$ cat src/rtl/pwm4_pkg.sv
// rtl/pwm4_pkg.sv - shared types and constants for the 2-bit symbol framer
// Optional feature macro: FRAMER_CHECKSUM_EN (adds the CHECK state).
package pwm4_pkg;

  localparam int          SYM_W         = 2;
  localparam int          SYMS_PER_BYTE = 4;
  localparam logic [7:0]  DEFAULT_SYNC  = 8'hCC;

`ifdef FRAMER_CHECKSUM_EN
  typedef enum logic [1:0] {HUNT, PAYLOAD, CHECK} state_t;
`else
  typedef enum logic [1:0] {HUNT, PAYLOAD} state_t;
`endif

endpackage

$ cat src/rtl/sym_fifo.sv
// rtl/sym_fifo.sv - first-word-fall-through byte FIFO; push on full succeeds only alongside a pop
module sym_fifo #(
  parameter int DEPTH = 4
) (
  input  logic       clock,
  input  logic       reset_n,
  input  logic       push,
  input  logic       pop,
  input  logic [7:0] din,
  output logic [7:0] dout,
  output logic       full,
  output logic       empty
);

  localparam int AW = $clog2(DEPTH);

  logic [AW:0] wr_ptr;
  logic [AW:0] rd_ptr;
  logic [7:0]  mem [DEPTH];
  logic        do_push;
  logic        do_pop;

  assign empty   = (wr_ptr == rd_ptr);
  assign full    = (wr_ptr[AW] != rd_ptr[AW]) && (wr_ptr[AW-1:0] == rd_ptr[AW-1:0]);
  assign do_pop  = pop && !empty;
  assign do_push = push && (!full || do_pop);
  // Head reads as zero when empty so byte_out is 0 out of reset.
  assign dout    = empty ? 8'h00 : mem[rd_ptr[AW-1:0]];

  always_ff @(posedge clock or negedge reset_n) begin
    if (!reset_n) begin
      wr_ptr <= '0;
      rd_ptr <= '0;
    end else begin
      if (do_push) wr_ptr <= wr_ptr + (AW+1)'(1);
      if (do_pop)  rd_ptr <= rd_ptr + (AW+1)'(1);
    end
  end

  always_ff @(posedge clock) begin
    if (do_push) mem[wr_ptr[AW-1:0]] <= din;
  end

endmodule

$ cat src/rtl/symbol_framer.sv
// rtl/symbol_framer.sv - hunts a 2-bit-symbol sync word, packs payload into bytes, buffers them
// Optional feature macro: FRAMER_CHECKSUM_EN (XOR check byte after the payload).
module symbol_framer
  import pwm4_pkg::*;
#(
  parameter logic [7:0] SYNC_WORD     = DEFAULT_SYNC,
  parameter int         PAYLOAD_BYTES = 4,
  parameter int         FIFO_DEPTH    = 4
) (
  input  logic              clock,
  input  logic              reset_n,
  input  logic              sym_valid,
  input  logic signed [7:0] decoded_symbol,
  output logic [7:0]        byte_out,
  output logic              byte_valid,
  input  logic              byte_ready,
  output logic              frame_start,
  output logic              frame_done,
  output logic              frame_ok,
  output logic              sym_error,
  output logic              overflow
);

  state_t           state, state_n;
  logic [5:0]       window;
  logic [5:0]       byte_acc;
  logic [1:0]       sym_cnt;
  logic [7:0]       byte_cnt;
  logic [SYM_W-1:0] sym;
  logic             sym_legal;
  logic [7:0]       win_next;
  logic [7:0]       byte_next;
  logic             last_sym;
  logic             last_byte;
  logic             push;
  logic             start_n, done_n, ok_n, err_n;
  logic             fifo_full, fifo_empty;
`ifdef FRAMER_CHECKSUM_EN
  logic [7:0]       xor_acc;
`endif

  assign sym       = decoded_symbol[SYM_W-1:0];
  assign sym_legal = (decoded_symbol[7:SYM_W] == '0);
  assign win_next  = {window, sym};
  assign byte_next = {byte_acc, sym};
  assign last_sym  = (sym_cnt == 2'(SYMS_PER_BYTE - 1));
  assign last_byte = (byte_cnt == 8'(PAYLOAD_BYTES - 1));

  always_ff @(posedge clock or negedge reset_n) begin
    if (!reset_n) state <= HUNT;
    else          state <= state_n;
  end

  always_comb begin
    state_n = state;
    push    = 1'b0;
    start_n = 1'b0;
    done_n  = 1'b0;
    ok_n    = 1'b0;
    err_n   = 1'b0;
    if (sym_valid) begin
      if (!sym_legal) begin
        err_n   = 1'b1;
        state_n = HUNT;
      end else begin
        case (state)
          HUNT: if (win_next == SYNC_WORD) begin
            state_n = PAYLOAD;
            start_n = 1'b1;
          end
          PAYLOAD: if (last_sym) begin
            push = 1'b1;
            if (last_byte) begin
`ifdef FRAMER_CHECKSUM_EN
              state_n = CHECK;
`else
              state_n = HUNT;
              done_n  = 1'b1;
              ok_n    = 1'b1;
`endif
            end
          end
`ifdef FRAMER_CHECKSUM_EN
          CHECK: if (last_sym) begin
            state_n = HUNT;
            done_n  = 1'b1;
            ok_n    = (byte_next == xor_acc);
          end
`endif
          default: state_n = HUNT;
        endcase
      end
    end
  end

  always_ff @(posedge clock or negedge reset_n) begin
    if (!reset_n) begin
      window      <= '0;
      byte_acc    <= '0;
      sym_cnt     <= '0;
      byte_cnt    <= '0;
      frame_start <= 1'b0;
      frame_done  <= 1'b0;
      frame_ok    <= 1'b0;
      sym_error   <= 1'b0;
      overflow    <= 1'b0;
`ifdef FRAMER_CHECKSUM_EN
      xor_acc     <= '0;
`endif
    end else begin
      frame_start <= start_n;
      frame_done  <= done_n;
      frame_ok    <= ok_n;
      sym_error   <= err_n;
      if (push && fifo_full && !byte_ready) overflow <= 1'b1;
      if (sym_valid) begin
        if (!sym_legal) begin
          window  <= '0;
          sym_cnt <= '0;
        end else begin
          case (state)
            HUNT: begin
              // The sync match clears the window so PAYLOAD starts from a clean slate.
              window   <= (state_n == PAYLOAD) ? 6'd0 : win_next[5:0];
              sym_cnt  <= '0;
              byte_cnt <= '0;
`ifdef FRAMER_CHECKSUM_EN
              xor_acc  <= '0;
`endif
            end
            default: begin
              byte_acc <= byte_next[5:0];
              sym_cnt  <= sym_cnt + 2'd1;
              if (last_sym && state == PAYLOAD) begin
                byte_cnt <= byte_cnt + 8'd1;
`ifdef FRAMER_CHECKSUM_EN
                xor_acc  <= xor_acc ^ byte_next;
`endif
              end
            end
          endcase
        end
      end
    end
  end

  sym_fifo #(.DEPTH(FIFO_DEPTH)) u_fifo (
    .clock   (clock),
    .reset_n (reset_n),
    .push    (push),
    .pop     (byte_ready),
    .din     (byte_next),
    .dout    (byte_out),
    .full    (fifo_full),
    .empty   (fifo_empty)
  );

  assign byte_valid = !fifo_empty;

endmodule

$ cat config.mk
export PLATFORM = sky130hd
export DESIGN_NAME = symbol_framer
export DESIGN_NICKNAME = d
export VERILOG_FILES = /design/src/rtl/pwm4_pkg.sv /design/src/rtl/sym_fifo.sv /design/src/rtl/symbol_framer.sv
export SDC_FILE = /design/constraint.sdc
export NUM_CORES = 1
export LEC_CHECK = 0
export ABC_CLOCK_PERIOD_IN_PS = 3400
export CAP_MARGIN = 20
export CORE_ASPECT_RATIO = 0.9
export CORE_MARGIN = 2
export CORE_UTILIZATION = 40
export CTS_CLUSTER_SIZE = 20
export DETAILED_ROUTE_END_ITERATION = 10
export DONT_BUFFER_PORTS = 1
export HOLD_SLACK_MARGIN = 0.02
export PLACE_DENSITY = 0.6
export SLEW_MARGIN = 20
export SYNTH_ARGS = -nofsm -noshare
export SYNTH_HDL_FRONTEND = slang
export SYNTH_HIERARCHICAL = 1
export SYNTH_SLANG_ARGS = --single-unit
export TNS_END_PERCENT = 100
$ cat constraint.sdc
create_clock -name clock -period 3.4 [get_ports clock]
set_input_delay 0.68 -clock clock [delete_from_list [all_inputs] [get_ports clock]]
set_output_delay 0.68 -clock clock [all_outputs]
set_load 0.02 [all_outputs]
==> results of run 1 <==
==> cells by family after synthesis <==
group	share of synthesized area, %
AND/OR/NAND/NOR	11.9
flip-flops	61.8
multiplexers	9.94
AO/OA/AOI/OAI	7.34
adder cells (fa/ha/maj)	2.99
XOR/XNOR	3.88
buffers and inverters	2.22
==> synth_stat cells (4+ instances only) <==
library cell / instances / area share [%]
a22o_1: 6 / 1.8
inv_1: 9 / 1.2
o21ai_0: 4 / 0.68
ha_1: 7 / 3.0
nor2_1: 6 / 0.77
nor2b_1: 10 / 2.1
and3_1: 5 / 1.1
nand2_1: 8 / 1.0
nor3_1: 5 / 0.85
dfrtp_1: 34 / 29
a21oi_1: 5 / 0.85
mux2_2: 7 / 2.7
xnor2_1: 7 / 2.1
mux4_2: 8 / 6.1
edfxtp_1: 32 / 33
==> worst max-delay path, cell delays in order, from the launching register on <==
cell and delay (ps):
dfrtp_1 730, xor2_4 210, nor3_2 550, nor2b_1 250
==> per-layer routing <==
metal,wire length [um],up-vias
li1,-,773
met1,2260,825
met2,2570,40
met3,256,7
met4,69,0
met5,0,-
==> path summary, 6_finish.rpt <==
check                      slack (ps)               end              from  cells past startpoint
max reg2reg                      1060  u_fifo/mem[3][4]          state[1]                      6
max in group asynchronous        2500  u_fifo/wr_ptr[0]           reset_n                      1
min in group clock                390          state[1]         sym_valid                      1
min                               160          overflow           reset_n                      1
min reg2reg                       530        sym_cnt[1]        sym_cnt[1]                      1
max                               640       byte_out[0]  u_fifo/rd_ptr[1]                      3
==> final cells by class <==
class	instances	area share, %
multi-input cells	118	32.5
repair buffers	3	1.16
inverters	9	1.04
clock buffers	9	3.81
clock inverters	7	2.16
flip-flops and latches	66	55.8
well taps	93	3.58
==> state kept, by name (all words and copies together), names as in the netlist, 2 cells and up <==
register and count:
sym_cnt 2, u_fifo/wr_ptr 3, window 6, state 2, byte_cnt 8, u_fifo/rd_ptr 3, u_fifo/mem 32, byte_acc 6
==> power groups by stage <==
stage / Combinational [mW] / Clock [mW] / Sequential, mW
floorplan: 0.270 / 0 / 0.885
global placement: 0.276 / 0 / 0.916
CTS: 0.289 / 0.653 / 0.899
global route: 0.313 / 0.684 / 0.903
detailed placement: 0.278 / 0 / 0.916
finish: 0.285 / 0.633 / 0.898
==> stage by stage <==
stage | setup WS [ps] | hold WS (ps)
floorplan | 1030 | 384
global placement | 859 | 385
detailed placement | 777 | 385
CTS | 490 | 20.4
global route | 428 | 153
finish | 636 | 160
==> impl_metrics.tcl, run 1 <==
set metrics [dict create \
    hold_viol_final 0 \
    placed_cells 287 \
    status "complete, no violations" \
    swShare_pct 28.0 \
    seqPwrFrac_pct 49.4 \
    synth.net_count 216 \
    power.share.combinational_pct 15.7 \
    wl_per_cell_um 16.9 \
    grt.met1_usage_pct 17.9 \
    synth-edff-count 32 \
    grt_pass1_wl_um 8520 \
    initial_core_util_pct 41.5 \
    use_met2_pct 23.0 \
    hold_class "in2async" \
    fin_util_pct 45.9 \
    final_cell_mix "dfrtp_1 (34), edfxtp_1 (32), nor2b_1 (10), inv_1 (9), clkbuf_8 (9)" \
    power_frac_clock_pct 34.9 \
    gp_congestion 0.776 \
    switchingPower_mw 0.509 \
    synth_cells 197 \
    drtAntennaViolNets 0 \
    synth_cell_type_count 44 \
    drt-pass1-iter-count 4 \
    synth-warning-count 6 \
    ys_seq_elements 66 \
    peakVddDrop_v 0.000233 \
    cts_setup_buffers 0 \
    fin_cells 305 \
    dieArea_um2 8030 \
    netlist_area_um2 2930 \
    cts.path.max_buffers 2 \
    synth_ff_type "dfrtp_1" \
    insertion_delay_ps 340 \
    design_area_um2 3250 \
    multiInputGateArea_um2 1060 \
    grt.met3_usage_pct 4.71 \
    crit_fanout 11 \
    numCtsBuffers 9 \
    cts_tree "built" \
    final_nets 226 \
    max-slew-margin-rel_pct 59.4 \
    grt-ovfl-total 0 \
    cts-root-buf "clkbuf_8" \
    pin_count 26 \
    drt-total-wl_um 5150 \
    fill_cells 624 \
    fmaxAchievable_mhz 362 \
    p_int_mw 1.31 \
    grt_most_used_layer "met2" \
    p_total_mw 1.82 \
    cp.arrival_ps 2080 \
    cts_sinks 66 \
    antennaDiodeCount 0 \
    p_leak_nw 1.31 \
    layout_commonest_cell "dfrtp_1" \
    required_ps 2720 \
    dpl_cell_area_um2 3030 \
    hpwl_um 3480 \
    cts.repair.resized 0 \
    async_reset_ff_share_pct 51.5 \
    start_kind "flip-flop" \
    skew_ps 8.93 \
    crit_path_end_kind "output port" \
    drt_iter0_markers 60 \
    viasPerCell 5.39 \
    drv_slew 0 \
    clk_pin_slew_ps 70 \
    area_growth_syn_to_layout_pct 10.8 \
    yosysSeqAreaShare_pct 61.8 \
    die_w_um 94.3 \
    drc_errors 0 \
    worstMarginPinSlew_ps 609 \
    vias 1645 \
    rows 29 \
    period_minus_slack_ps 2760 \
    maxCapViolations 0 \
    die_y_um 85.2 \
    power_density_nw_per_um2 559 \
    setup_viol 0 \
    antenna_found_initial 0 \
    core-area_um2 7080 \
    placement.io_buffers 0 \
    period_share_pct 81.3 \
    holdBufCountCts 1 \
    crit_type "reg2out" \
    layout-drive-gt1-share_pct 20.8 \
    cts_max_level 3 \
    rsz0062_at_grt "false" \
    grt_pass1_vias 1743 \
    gr-usage-all-layers_pct 14.3 \
    synth_area_per_cell_um2 14.9 \
    grt_max_degree 28 \
    ff_latch_area_um2 1810 \
    fin_setup_tns_ps 0 \
]
No activity file was read; power rests on OpenSTA's default activity.
==> inputs of run 2 (changes only) <==
--- a/config.mk
+++ b/config.mk
@@ -5,7 +5,7 @@
 export SDC_FILE = /design/constraint.sdc
 export NUM_CORES = 1
 export LEC_CHECK = 0
-export ABC_CLOCK_PERIOD_IN_PS = 3400
+export ABC_CLOCK_PERIOD_IN_PS = 2200
 export CAP_MARGIN = 20
 export CORE_ASPECT_RATIO = 0.9
 export CORE_MARGIN = 2
@@ -14,7 +14,7 @@
 export DETAILED_ROUTE_END_ITERATION = 10
 export DONT_BUFFER_PORTS = 1
 export HOLD_SLACK_MARGIN = 0.02
-export PLACE_DENSITY = 0.6
+export PLACE_DENSITY = 0.62
 export SLEW_MARGIN = 20
 export SYNTH_ARGS = -nofsm -noshare
 export SYNTH_HDL_FRONTEND = slang
==> constraint.sdc (replaced) <==
create_clock -name clock -period 2.2 [get_ports clock]
set_input_delay 0.44 -clock clock [delete_from_list [all_inputs] [get_ports clock]]
set_output_delay 0.44 -clock clock [all_outputs]
set_load 0.02 [all_outputs]
==> run 2 against run 1 <==
Compared with the run above:
- sequential power increased by 53%
- largest cell class unchanged
- sequential share of layout area is 3.5 points lower
- highest routed layer unchanged
- via count up 0.73%
- combinational power is 89% higher
- largest power group unchanged
- flip-flop and latch count unchanged
- clock-buffer cell count unchanged
- critical endpoint is now byte_out[1]
- core utilization rose by 3.2 points
==> impl_metrics.tcl, run 2 (synthesis results as in run 1) <==
set metrics [dict create \
    switchingPower_mw 0.831 \
    peakVddDrop_v 0.000503 \
    largest_reg_flops 32 \
    fmaxAchievable_mhz 473 \
    required_ps 1760 \
    slowest_delay_ps 510 \
    crit_slowest_cell "mux4_2" \
    drt_iter0_markers 108 \
    crit_fanout 5 \
    drt-total-wl_um 5060 \
    rsz0062_at_grt "false" \
    grt_pass1_wl_um 8540 \
    worstHoldStart "sym_valid" \
    status "complete, no violations" \
    insertion_delay_ps 340 \
    initial_core_util_pct 41.5 \
    crit_buf_inv 1 \
    vias 1657 \
    cts_setup_buffers 0 \
    drv_slew 0 \
    numCtsBuffers 9 \
    hold_viol_final 0 \
    power.share.combinational_pct 18.4 \
    maxCapViolations 0 \
    drtAntennaViolNets 0 \
    multiInputGateArea_um2 1090 \
    viasPerCell 5.15 \
    die_y_um 85.2 \
    dieArea_um2 8030 \
    max-slew-margin-rel_pct 62.6 \
    placement.io_buffers 0 \
    antennaDiodeCount 0 \
    cts-root-buf "clkbuf_8" \
    layout-drive-gt1-share_pct 32.3 \
    power_frac_clock_pct 34.7 \
    crit_type "reg2out" \
    holdWs_ps 155 \
    reg2reg_to "byte_cnt[7]" \
    hpwl_um 3470 \
    seqPwrFrac_pct 46.9 \
    hold_depth 1 \
    skew_ps 6.86 \
    grt_max_degree 35 \
    rrSetupSlack_ps 170 \
    cts_tree "built" \
    design_area_um2 3480 \
    hold_class "in2reg" \
    clk_pin_slew_ps 70 \
    antenna_found_initial 0 \
    ff_latch_area_um2 1820 \
    cts_max_level 3 \
    drc_errors 0 \
    layout_commonest_cell "edfxtp_1" \
    worstMarginPinSlew_ps 560 \
    p_int_mw 2.09 \
    cts.path.max_buffers 2 \
    cp_top_family "multiplexers" \
    dpl_cell_area_um2 3200 \
    p_leak_nw 1.42 \
    swShare_pct 28.4 \
    drt-pass1-iter-count 4 \
    holdPathEnd "state[1]" \
    grt_pass1_vias 1691 \
    gr-usage-all-layers_pct 14.3 \
    fin_util_pct 49.1 \
    pin_count 26 \
    cts_sinks 66 \
    start_kind "flip-flop" \
    area_growth_syn_to_layout_pct 18.6 \
    rows 29 \
    period_minus_slack_ps 2110 \
    power_density_nw_per_um2 841 \
    final_cell_mix "edfxtp_1 (32), dfrtp_1 (31), buf_4 (14), inv_1 (9), clkbuf_8 (9)" \
    fin_setup_tns_ps 0 \
    final_nets 243 \
    core-area_um2 7080 \
    setup_viol 0 \
    cp_cell_sequence "buf_4 -> mux4_2 -> nor2b_2" \
    r2r_cells 5 \
    fill_cells 620 \
    crit_path_end_kind "output port" \
    grt-ovfl-total 0 \
    wl_per_cell_um 15.7 \
    cp.arrival_ps 1670 \
    gp_congestion 0.736 \
    r2r_start "state[1]" \
    period_share_pct 96.0 \
    die_w_um 94.3 \
]
==> run 2: changes by cell type in the layout (fill, tap and decap cells not counted), sizes merged <==
cell      previous run  this run
clkinv               3         5
inv                  9        10
buf                  2        19
clkinvlp             3         0
==> run 2: power by group through the flow <==
stage | combinational, mW | clock (mW) | sequential, mW
4_1_cts | 0.539 | 1.05 | 1.36
3_5_place_dp | 0.514 | 0 | 1.39
6_report | 0.539 | 1.01 | 1.37
5_1_grt | 0.593 | 1.12 | 1.38
3_3_place_gp | 0.503 | 0 | 1.39
2_1_floorplan | 0.417 | 0 | 1.37
==> run 2: metal layers <==
metal	track usage (%)	share of wire, %	up-vias
li1	-	-	805
met1	19.0	47	814
met2	21.7	47	34
met3	6.66	4.8	4
met4	3.56	0.75	0
met5	0	0	-
==> run 2: per-stage QoR <==
| step | total power, mW | worst slack [ps] | instances |
|---|---|---|---|
| 2_1_floorplan | 1.78 | 74.7 | 197 |
| 3_3_place_gp | 1.89 | 13.8 | 304 |
| 3_5_place_dp | 1.90 | 0.0682 | 304 |
| 4_1_cts | 2.96 | -34.1 | 322 |
| 5_1_grt | 3.09 | 3.95 | 322 |
| 6_report | 2.92 | 87.6 | 322 |
==> run 2: worst max path at each step <==
stage,startpoint,to,depth (start not counted)
floorplan,decoded_symbol[3],byte_acc[0],4
global placement,decoded_symbol[3],byte_acc[5],4
CTS,u_fifo/wr_ptr[0],byte_out[6],4
global route,u_fifo/rd_ptr[0],byte_out[1],3
detailed placement,decoded_symbol[3],byte_acc[4],4
finish,u_fifo/rd_ptr[0],byte_out[1],3
==> run 2: what timing repair did <==
action,in CTS,in global routing
hold buffers,2,0
gates resized for setup,2,11
setup endpoints to repair,8,10
hold endpoints to repair,34,0
==> run 2: final cells by class <==
cell class	instances	area share, %
clock buffer	9	3.56
inverter	9	0.972
timing repair buffer	20	6.19
tap	93	3.35
multi-input combinational	118	31.5
clock inverter	7	2.27
sequential	66	52.2
